$ cat config.mk
export PLATFORM = sky130hd
export DESIGN_NAME = lcd_seq_ctrl
export DESIGN_NICKNAME = d
export VERILOG_FILES = /design/src/rtl/lcd_pkg.sv /design/src/rtl/lcd_delay_cnt.sv /design/src/rtl/lcd_seq_ctrl.sv
export SDC_FILE = /design/constraint.sdc
export NUM_CORES = 1
export LEC_CHECK = 0
export BUFFER_PORTS_ARGS = -buffer_cell sky130_fd_sc_hd__clkbuf_2
export CORE_ASPECT_RATIO = 1.1
export CORE_MARGIN = 2
export CORE_UTILIZATION = 35
export DETAILED_ROUTE_END_ITERATION = 8
export PLACE_DENSITY = 0.57
export SLEW_MARGIN = 15
export SYNTH_ARGS = -nofsm -noshare
export SYNTH_HDL_FRONTEND = slang
export SYNTH_SLANG_ARGS = --single-unit
$ cat constraint.sdc
create_clock -name clk -period 2.66 [get_ports clk]
set_input_delay 0.266 -clock clk [delete_from_list [all_inputs] [get_ports clk]]
set_output_delay 0.266 -clock clk [all_outputs]
set_load 0.02 [all_outputs]
$ cat src/rtl/lcd_pkg.sv
// lcd_pkg: shared types and constants for the HD44780 sequencer.
// Optional LCD_LINE_WRAP_EN commands live here too.
package lcd_pkg;

   typedef enum logic [2:0] {
      PWR_WAIT,
      INIT_LOAD,
      IDLE,
      SETUP,
      PULSE,
      EXEC
   } lcd_state_t;

   localparam int INIT_LEN = 4;

   localparam logic [7:0] CMD_FUNC_SET = 8'h38;
   localparam logic [7:0] CMD_DISP_ON  = 8'h0C;
   localparam logic [7:0] CMD_ENTRY    = 8'h06;
   localparam logic [7:0] CMD_CLEAR    = 8'h01;
   localparam logic [7:0] CMD_HOME     = 8'h02;
   localparam logic [7:0] CMD_LINE1    = 8'h80;
   localparam logic [7:0] CMD_LINE2    = 8'hC0;

   function automatic logic [7:0] init_rom(input logic [1:0] k);
      case (k)
         2'd0:    init_rom = CMD_FUNC_SET;
         2'd1:    init_rom = CMD_DISP_ON;
         2'd2:    init_rom = CMD_ENTRY;
         default: init_rom = CMD_CLEAR;
      endcase
   endfunction

   function automatic int max2(input int a, input int b);
      max2 = (a > b) ? a : b;
   endfunction

endpackage

$ cat src/rtl/lcd_delay_cnt.sv
// lcd_delay_cnt: elapsed-cycle counter shared by all timed states.
// Held at zero by i_load; o_done marks the last cycle of the interval.
module lcd_delay_cnt #(
   parameter int W = 8
) (
   input  logic         i_clk,
   input  logic         i_rst,
   input  logic         i_load,
   input  logic [W-1:0] i_lim,
   output logic         o_done
);

   logic [W-1:0] r_cnt;

   assign o_done = (r_cnt == i_lim - W'(1));

   // count up; restart on reset, reload or end of interval
   always_ff @(posedge i_clk) begin
      if (i_rst || i_load || o_done) r_cnt <= '0;
      else                           r_cnt <= r_cnt + W'(1);
   end

endmodule

$ cat src/rtl/lcd_seq_ctrl.sv
// lcd_seq_ctrl: HD44780 init + byte write sequencer.
// Define LCD_LINE_WRAP_EN for automatic line wrapping.
module lcd_seq_ctrl
   import lcd_pkg::*;
#(
   parameter int PWR_CYC      = 1500000,
   parameter int SETUP_CYC    = 4,
   parameter int E_CYC        = 25,
   parameter int CMD_WAIT_CYC = 4000,
   parameter int CLR_WAIT_CYC = 160000
) (
   input  logic       clk,
   input  logic       rst,
   input  logic       req_valid,
   output logic       req_ready,
   input  logic       req_rs,
   input  logic [7:0] req_data,
   output logic       init_done,
   output logic       busy,
   output logic       lcd_e,
   output logic       lcd_rs,
   output logic       lcd_rw,
   output logic [7:0] lcd_data
);

   localparam int MAXC = max2(max2(PWR_CYC, CLR_WAIT_CYC),
                              max2(CMD_WAIT_CYC, max2(SETUP_CYC, E_CYC)));
   localparam int CW   = $clog2(MAXC) + 1;

   lcd_state_t  r_state;
   logic        r_e;
   logic        r_rs;
   logic [7:0]  r_data;
   logic        r_ready;
   logic        r_init_done;
   logic        r_busy;
   logic [1:0]  r_k;

   logic [CW-1:0] w_lim;
   logic          w_timed;
   logic          w_done;
   logic          w_is_clr;

`ifdef LCD_LINE_WRAP_EN
   logic [4:0] r_col;
   logic       r_wrap;
   logic [7:0] r_wrap_cmd;
   logic [4:0] w_col_inc;

   assign w_col_inc = r_col + 5'd1;
`endif

   assign w_is_clr = ~r_rs & ((r_data == CMD_CLEAR) | (r_data == CMD_HOME));

   // pick the interval length of the current timed state
   always_comb begin
      w_lim   = CW'(SETUP_CYC);
      w_timed = 1'b1;
      case (r_state)
         PWR_WAIT: w_lim = CW'(PWR_CYC);
         SETUP:    w_lim = CW'(SETUP_CYC);
         PULSE:    w_lim = CW'(E_CYC);
         EXEC:     w_lim = w_is_clr ? CW'(CLR_WAIT_CYC) : CW'(CMD_WAIT_CYC);
         default:  w_timed = 1'b0;
      endcase
   end

   lcd_delay_cnt #(.W(CW)) u_cnt (
      .i_clk  (clk),
      .i_rst  (rst),
      .i_load (~w_timed),
      .i_lim  (w_lim),
      .o_done (w_done)
   );

   // sequencer FSM with registered pin and handshake outputs
   always_ff @(posedge clk) begin
      if (rst) begin
         r_state     <= PWR_WAIT;
         r_e         <= 1'b0;
         r_rs        <= 1'b0;
         r_data      <= 8'h00;
         r_ready     <= 1'b0;
         r_init_done <= 1'b0;
         r_busy      <= 1'b1;
         r_k         <= 2'd0;
`ifdef LCD_LINE_WRAP_EN
         r_col       <= 5'd0;
         r_wrap      <= 1'b0;
         r_wrap_cmd  <= CMD_LINE1;
`endif
      end else begin
         case (r_state)
            PWR_WAIT: begin
               if (w_done) r_state <= INIT_LOAD;
            end
            INIT_LOAD: begin
               r_rs    <= 1'b0;
               r_data  <= init_rom(r_k);
               r_state <= SETUP;
            end
            IDLE: begin
               if (!r_ready) begin
                  r_ready <= 1'b1;
               end else if (req_valid) begin
                  r_ready <= 1'b0;
                  r_busy  <= 1'b1;
                  r_rs    <= req_rs;
                  r_data  <= req_data;
                  r_state <= SETUP;
`ifdef LCD_LINE_WRAP_EN
                  if (req_rs) begin
                     r_col <= w_col_inc;
                     if (w_col_inc == 5'd16) begin
                        r_wrap     <= 1'b1;
                        r_wrap_cmd <= CMD_LINE2;
                     end else if (w_col_inc == 5'd0) begin
                        r_wrap     <= 1'b1;
                        r_wrap_cmd <= CMD_LINE1;
                     end
                  end else if (req_data == CMD_CLEAR || req_data == CMD_HOME) begin
                     r_col <= 5'd0;
                  end else if (req_data[7]) begin
                     r_col <= {req_data[6], req_data[3:0]};
                  end
`endif
               end
            end
            SETUP: begin
               if (w_done) begin
                  r_e     <= 1'b1;
                  r_state <= PULSE;
               end
            end
            PULSE: begin
               if (w_done) begin
                  r_e     <= 1'b0;
                  r_state <= EXEC;
               end
            end
            EXEC: begin
               if (w_done) begin
                  if (!r_init_done) begin
                     if (r_k == 2'(INIT_LEN - 1)) begin
                        r_init_done <= 1'b1;
                        r_busy      <= 1'b0;
                        r_state     <= IDLE;
                     end else begin
                        r_k     <= r_k + 2'd1;
                        r_state <= INIT_LOAD;
                     end
                  end
`ifdef LCD_LINE_WRAP_EN
                  else if (r_wrap) begin
                     r_wrap  <= 1'b0;
                     r_rs    <= 1'b0;
                     r_data  <= r_wrap_cmd;
                     r_state <= SETUP;
                  end
`endif
                  else begin
                     r_busy  <= 1'b0;
                     r_state <= IDLE;
                  end
               end
            end
            default: r_state <= PWR_WAIT;
         endcase
      end
   end

   assign req_ready = r_ready;
   assign init_done = r_init_done;
   assign busy      = r_busy;
   assign lcd_e     = r_e;
   assign lcd_rs    = r_rs;
   assign lcd_rw    = 1'b0;
   assign lcd_data  = r_data;

endmodule

After elaboration in Yosys (flattened, before gate mapping)
Index checks and enable logic that the tools add are counted.
- $add $sub $neg: 3
- multipliers: 0
- divide/modulo/power cells: 0
- order comparisons: 0
- eq/ne operators: 18
- shifts and indexed selects: 0
- multiplexer cells: 32
- bitwise operators: 6
- reduce and logical (&&, ||, !) cells: 14
- operators by type and width (operator ; count):
    21-bit case mux with 3 select lines ; 1
    22-bit by 1-bit adder with 22-bit output (second input constant) ; 1
    22-bit == test ; 1
    21-bit by 1-bit subtractor with 22-bit output (second input constant) ; 1
    3-bit 2-to-1 mux ; 7
    18-bit 2-to-1 mux ; 1
    3-bit case mux with 6 select lines ; 1
    6-bit case mux with 3 select lines ; 1
    8-bit 2-to-1 mux ; 2
    8-bit case mux with 2 select lines ; 1
    1-bit 2-to-1 mux ; 14
    8-bit by 1-bit == test with 1-bit output (second input constant) ; 1
    8-bit by 2-bit == test with 1-bit output (second input constant) ; 1
    2-bit by 1-bit inequality test with 1-bit output (second input constant) ; 4
    3-bit by 2-bit == test with 1-bit output (second input constant) ; 2
    3-bit == test (second input constant) ; 2
    1-bit case mux with 2 select lines ; 3
    3-bit AND reduction ; 2
    6-bit AND reduction ; 1
    2-bit nonzero test ; 3
    5-bit AND reduction ; 1
    2-bit == test (second input constant) ; 2
    2-bit inequality test (second input constant) ; 2
    1-bit NOT ; 4
    13 further kinds ; 14
- register bits after elaboration: 40
- latch bits: 0
- memory bits (writable): 0
- bits in read-only memories: 0
- input bits: 12
- output and inout port bits: 14
- logic and storage cells: 82
- memories: 0

Depth between registers and ports, before layout
- word-level depth: 9
- gate-level depth with buffers: 8

Modules after synthesis
From an unflattened synthesis, not the netlist that was laid out.
- cell total of the unflattened synthesis: 369
- area, all modules: 3067.9 µm²
- modules (own cells, without submodules) (module ; instances ; cells each ; area each (µm²) ; sequential area each (µm²)):
    lcd_delay_cnt ; 1 ; 243 ; 2001.9 ; 440.4
    lcd_seq_ctrl ; 1 ; 126 ; 1066.0 ; 360.3

Worst setup path after synthesis
No wires, ideal clock.
- path kind: flip-flop to flip-flop
- start: reg r_data[2], in the netlist lcd_data[2]
- end: reg r_state[0]
- data arrival time: 1.922 ns
- required time: 2.564 ns
- setup slack: 0.642 ns
- stages on the path, launching flop included: 8
- cell sequence: dfxtp_1 nor4_1 a31oi_1 o211a_1 a21oi_1 clkbuf_1 nor3_1 nor4b_1
- longest elaborated chain between the ends: 9
- elaborated cells on any way between the ends: 13
- those cells by class: 1 x add/sub; 7 x eq/ne; 2 x mux; 2 x bitwise; 1 x reduce/logical
- RTL lines (what ; line ; source):
    start, declared ; lcd_seq_ctrl.sv:33 ; logic [7:0] r_data;
    start signal, assigned ; lcd_seq_ctrl.sv:99 ; r_data <= init_rom(r_k);
    start signal, assigned ; lcd_seq_ctrl.sv:109 ; r_data <= req_data;
    8-bit by 1-bit == test with 1-bit output / 8-bit by 2-bit == test with 1-bit output (equally long branches) ; lcd_seq_ctrl.sv:53 ; assign w_is_clr = ~r_rs & ((r_data == CMD_CLEAR) | (r_data == CMD_HOME));
    1-bit OR (*) ; lcd_seq_ctrl.sv:53 ;
    1-bit bitwise AND (*) ; lcd_seq_ctrl.sv:53 ;
    18-bit 2-to-1 mux (*) ; lcd_seq_ctrl.sv:63 ; EXEC: w_lim = w_is_clr ? CW'(CLR_WAIT_CYC) : CW'(CMD_WAIT_CYC);
    21-bit case mux with 3 select lines (*) ; lcd_seq_ctrl.sv:59 ; case (r_state)
    21-bit by 1-bit subtractor with 22-bit output (*) ; lcd_delay_cnt.sv:15 ; assign o_done = (r_cnt == i_lim - W'(1));
    22-bit == test (*) ; lcd_delay_cnt.sv:15 ;
    2-bit by 1-bit inequality test with 1-bit output (no source line) ; - ;
    6-bit AND reduction (no source line) (*) ; - ;
    end signal, assigned ; lcd_seq_ctrl.sv:79 ; r_state <= PWR_WAIT;
    end signal, assigned ; lcd_seq_ctrl.sv:95 ; if (w_done) r_state <= INIT_LOAD;
    end signal, assigned ; lcd_seq_ctrl.sv:100 ; r_state <= SETUP;
    end, declared ; lcd_seq_ctrl.sv:30 ; lcd_state_t r_state;
Mark *: on every way between the ends. The rest lies on a longest branch, timed or not.
A chain may end at the register's enable or synchronous reset.

Worst setup path in the final report
- start: reg r_state[2]
- end: reg r_e, in the netlist lcd_e
- longest elaborated chain between the ends: 6
- elaborated cells on any way between the ends: 12
- those cells by class: 1 x add/sub; 6 x eq/ne; 2 x mux; 3 x reduce/logical
- RTL lines (what ; line ; source):
    3-bit == test, or another cell as far along ; lcd_seq_ctrl.sv:59 ;
    21-bit case mux with 3 select lines ; lcd_seq_ctrl.sv:59 ;
    21-bit by 1-bit subtractor with 22-bit output ; lcd_delay_cnt.sv:15 ;
    22-bit == test ; lcd_delay_cnt.sv:15 ;
    2-bit by 1-bit inequality test with 1-bit output (no source line) ; - ;
    3-bit AND reduction (no source line) ; - ;
    end signal, assigned ; lcd_seq_ctrl.sv:80 ; r_e <= 1'b0;
    end signal, assigned ; lcd_seq_ctrl.sv:131 ; r_e <= 1'b1;
    end signal, assigned ; lcd_seq_ctrl.sv:137 ; r_e <= 1'b0;
    end, declared ; lcd_seq_ctrl.sv:31 ; logic r_e;
Several ways; a longest one is shown, not always the timed one.

==> reports/metrics.cfg <==
[yosys]
async_reset_ff_share_pct = 0
synth_edf_count = 0
synth_area_um2 = 2150
seq_area_frac_synth_pct = 37.25
syn_inst = 261
synth-seq-cells = 40
synth_adder_area_share_pct = 2.910
synth_nets = 278
ys_types = 47
yosys_warnings = 0
synthXorXnorAreaFrac_pct = 8.964
ys.flop_type = dfxtp_1
synthMuxAreaShare_pct = 2.386
yosys.area_share.simple_pct = 27.42
synth_top_family_by_area = simple AND/OR/NAND/NOR gates
avgSynthCellArea_um2 = 8.236
synth_compound_area_share_pct = 15.48

[cells_and_area]
area_delta_synth_final_pct = 13.56
nets = 300
fin_area_um2 = 2441
final_cells = 360
final_core_util_pct = 41.79
layout-drive-gt1-share_pct = 14.84
nFillCells = 597
diodes = 0

[floorplanning]
start_util_pct = 36.80
fp.dieH_um = 86.20
rows = 29
dieArea_um2 = 6785
fp.dieW_um = 78.72
core_um2 = 5842
ioPinCount = 26

[routing]
top_layer = met4
vias_per_cell = 5.053
wl_met3_um = 189
routed_wl_um = 4474
via_count = 1819
dr_wl_met2_um = 2102
wl_per_cell_um = 12.43
drtIter0Drc = 81
drcViolationCount = 0
postRouteAntennaNets = 0
wl_met1_um = 2132
dr.pass1.iters = 4

[clock_tree]
clk_latency_ps = 290
cts_tree = done
root_buffer = clkbuf_8
cts_buffer_depth = 2
cts_inserted_buffers = 5
clk_pin_slew_ps = 70
cts_num_sinks = 40
holdBufCountCts = 0
cts_setup_buffers = 0
ctsHtreeMaxLevel = 2
cts_resized = 0

[pwr]
vdd_drop_max_mv = 0.2470
p_per_area_nw_per_um2 = 522.8
p_leak_nw = 0.8889

[timing]
fin_crit_sh_pct = 91.28
rsz0062_at_grt = no
timing.slew.headroom_pct = 57.18
timing.fmax_mhz = 411.9
setup_viol = 0
setup_slack_ps = 232.0
post-route-min-period_ps = 2428
finClkSkew_ps = 3.343
finalMaxSlewViolations = 0
finalHoldViolations = 0
tightest_slew_ps = 642.2
fin_tns_setup_ps = 0

[place]
place_ws_ps = 173.1
portBuffers = 24
place_inst = 353
hpwl_um = 3200
dpl_cell_area_um2 = 2341
gp_congestion = 0.7883

[grt]
grt.total_usage_pct = 14.24
overflow = 0
grt_pass1_vias = 1737
grt_pass1_wl_um = 7852
grt_start_max_net_pins = 23
antenna_found_initial = 0

[critical_path]
slowest_delay_ps = 590
r2r_cells = 6
critPathKind = register to register
critPathCaptureType = register
r2r-start = r_state[2]
r2r_end = lcd_e
crit_slowest_cell = dfxtp_1
path_cells = o21bai_1 > a211oi_1 > o2111a_1 > o2111ai_2 > or4b_1 > a31oi_1
required_ps = 2880
cp.arrival_ps = 2640
crit_fanout = 15
start_kind = register
r2r_setup_slack_ps = 230

[hold_path]
hold_end = lcd_data[7]
min_path_cells = 3
hp-start = req_data[7]
hp-class = input pin to register

[run]
cap_violations = 0

[outcome]
status = finished clean

==> through the flow <==
step / hold slack (ps) / power (mW)
2_1_floorplan: 417.9 / 0.8003
3_3_place_gp: 445.7 / 0.8628
3_5_place_dp: 456.5 / 0.8642
4_1_cts: 207.6 / 1.298
5_1_grt: 217.2 / 1.354
6_report: 219.3 / 1.276
==> cell families after synthesis <==
kind of cell,after synthesis
flip-flops,40
adder cells (fa/ha/maj),5
multiplexers,5
AND/OR/NAND/NOR,113
AO/OA/AOI/OAI,50
buffers and inverters,25
other,1
XOR/XNOR,22
==> layer usage <==
layer | up-vias | GRT usage (%)
met4 | 0 | 3.828
met2 | 28 | 23.70
li1 | 948 | -
met3 | 6 | 3.854
met5 | - | 0
met1 | 837 | 18.25
==> worst max-delay path by stage <==
| stage | from | endpoint | slack [ps] | depth (start not counted) |
|---|---|---|---|---|
| 2_1_floorplan | lcd_data[2] | r_state[0] | 640 | 7 |
| 3_3_place_gp | r_state[0] | lcd_e | 230 | 6 |
| 3_5_place_dp | r_state[1] | lcd_e | 170 | 6 |
| 4_1_cts | r_state[1] | lcd_e | 160 | 6 |
| 5_1_grt | r_state[2] | r_state[1] | 20 | 6 |
| 6_report | r_state[2] | lcd_e | 230 | 6 |
==> where the power goes <==
group | internal, mW | leakage (nW) | switching [mW]
Clock | 0.231 | 0.0503 | 0.197
Combinational | 0.0830 | 0.514 | 0.113
Sequential | 0.622 | 0.324 | 0.0315
Total | 0.936 | 0.889 | 0.341
==> critical path: cells and delay by family (launching register included) <==
kind / cells / cell delay, ps
AND/OR/NAND/NOR: 1 / 580
AO/OA/AOI/OAI: 5 / 1170
flip-flops: 1 / 590
==> flip-flops by register name, summed over array words and instances, names as in the netlist <==
register / count
busy: 1
r_state: 3
lcd_data: 8
req_ready: 1
init_done: 1
lcd_e: 1
lcd_rs: 1
u_cnt.r_cnt: 22
r_k: 2
==> cells in the mapped netlist, types with 4 or more instances <==
library cell	n	share of area, %
a211oi_1	7	2.4
a21oi_1	16	3.7
clkbuf_1	8	1.4
dfxtp_1	40	37
ha_1	5	2.9
inv_1	11	1.9
mux2i_1	4	1.9
nand2_1	10	1.7
nand2b_1	5	1.5
nand3_1	14	3.3
nand4_1	6	1.7
nor2_1	45	7.9
nor2b_1	4	1.2
nor3_1	5	1.2
nor4_1	4	1.2
o21a_1	4	1.4
o21ai_0	4	0.93
xnor2_1	9	3.7
xor2_1	13	5.3
==> cell type report <==
class / instances / area (µm²) / area share, %
tap: 77 / 96.34 / 3.947
clock buffer: 7 / 96.34 / 3.947
sequential: 40 / 803.3 / 32.91
timing repair buffer: 29 / 170.2 / 6.971
multi-input combinational: 196 / 1234 / 50.54
inverter: 11 / 41.29 / 1.691
==> cell usage in the layout, fill, tap and decap left out, types with 6 or more instances in the layout <==
cell type and instances:
clkbuf_8 7, dfxtp_1 38, inv_1 11, xnor2_1 9, nor2_1 45, nand2_1 10
a21oi_1 16, nand3_1 14, clkbuf_2 24, a211oi_1 7, nand4_1 6, xor2_1 13
(Power assumes the default switching activity.)
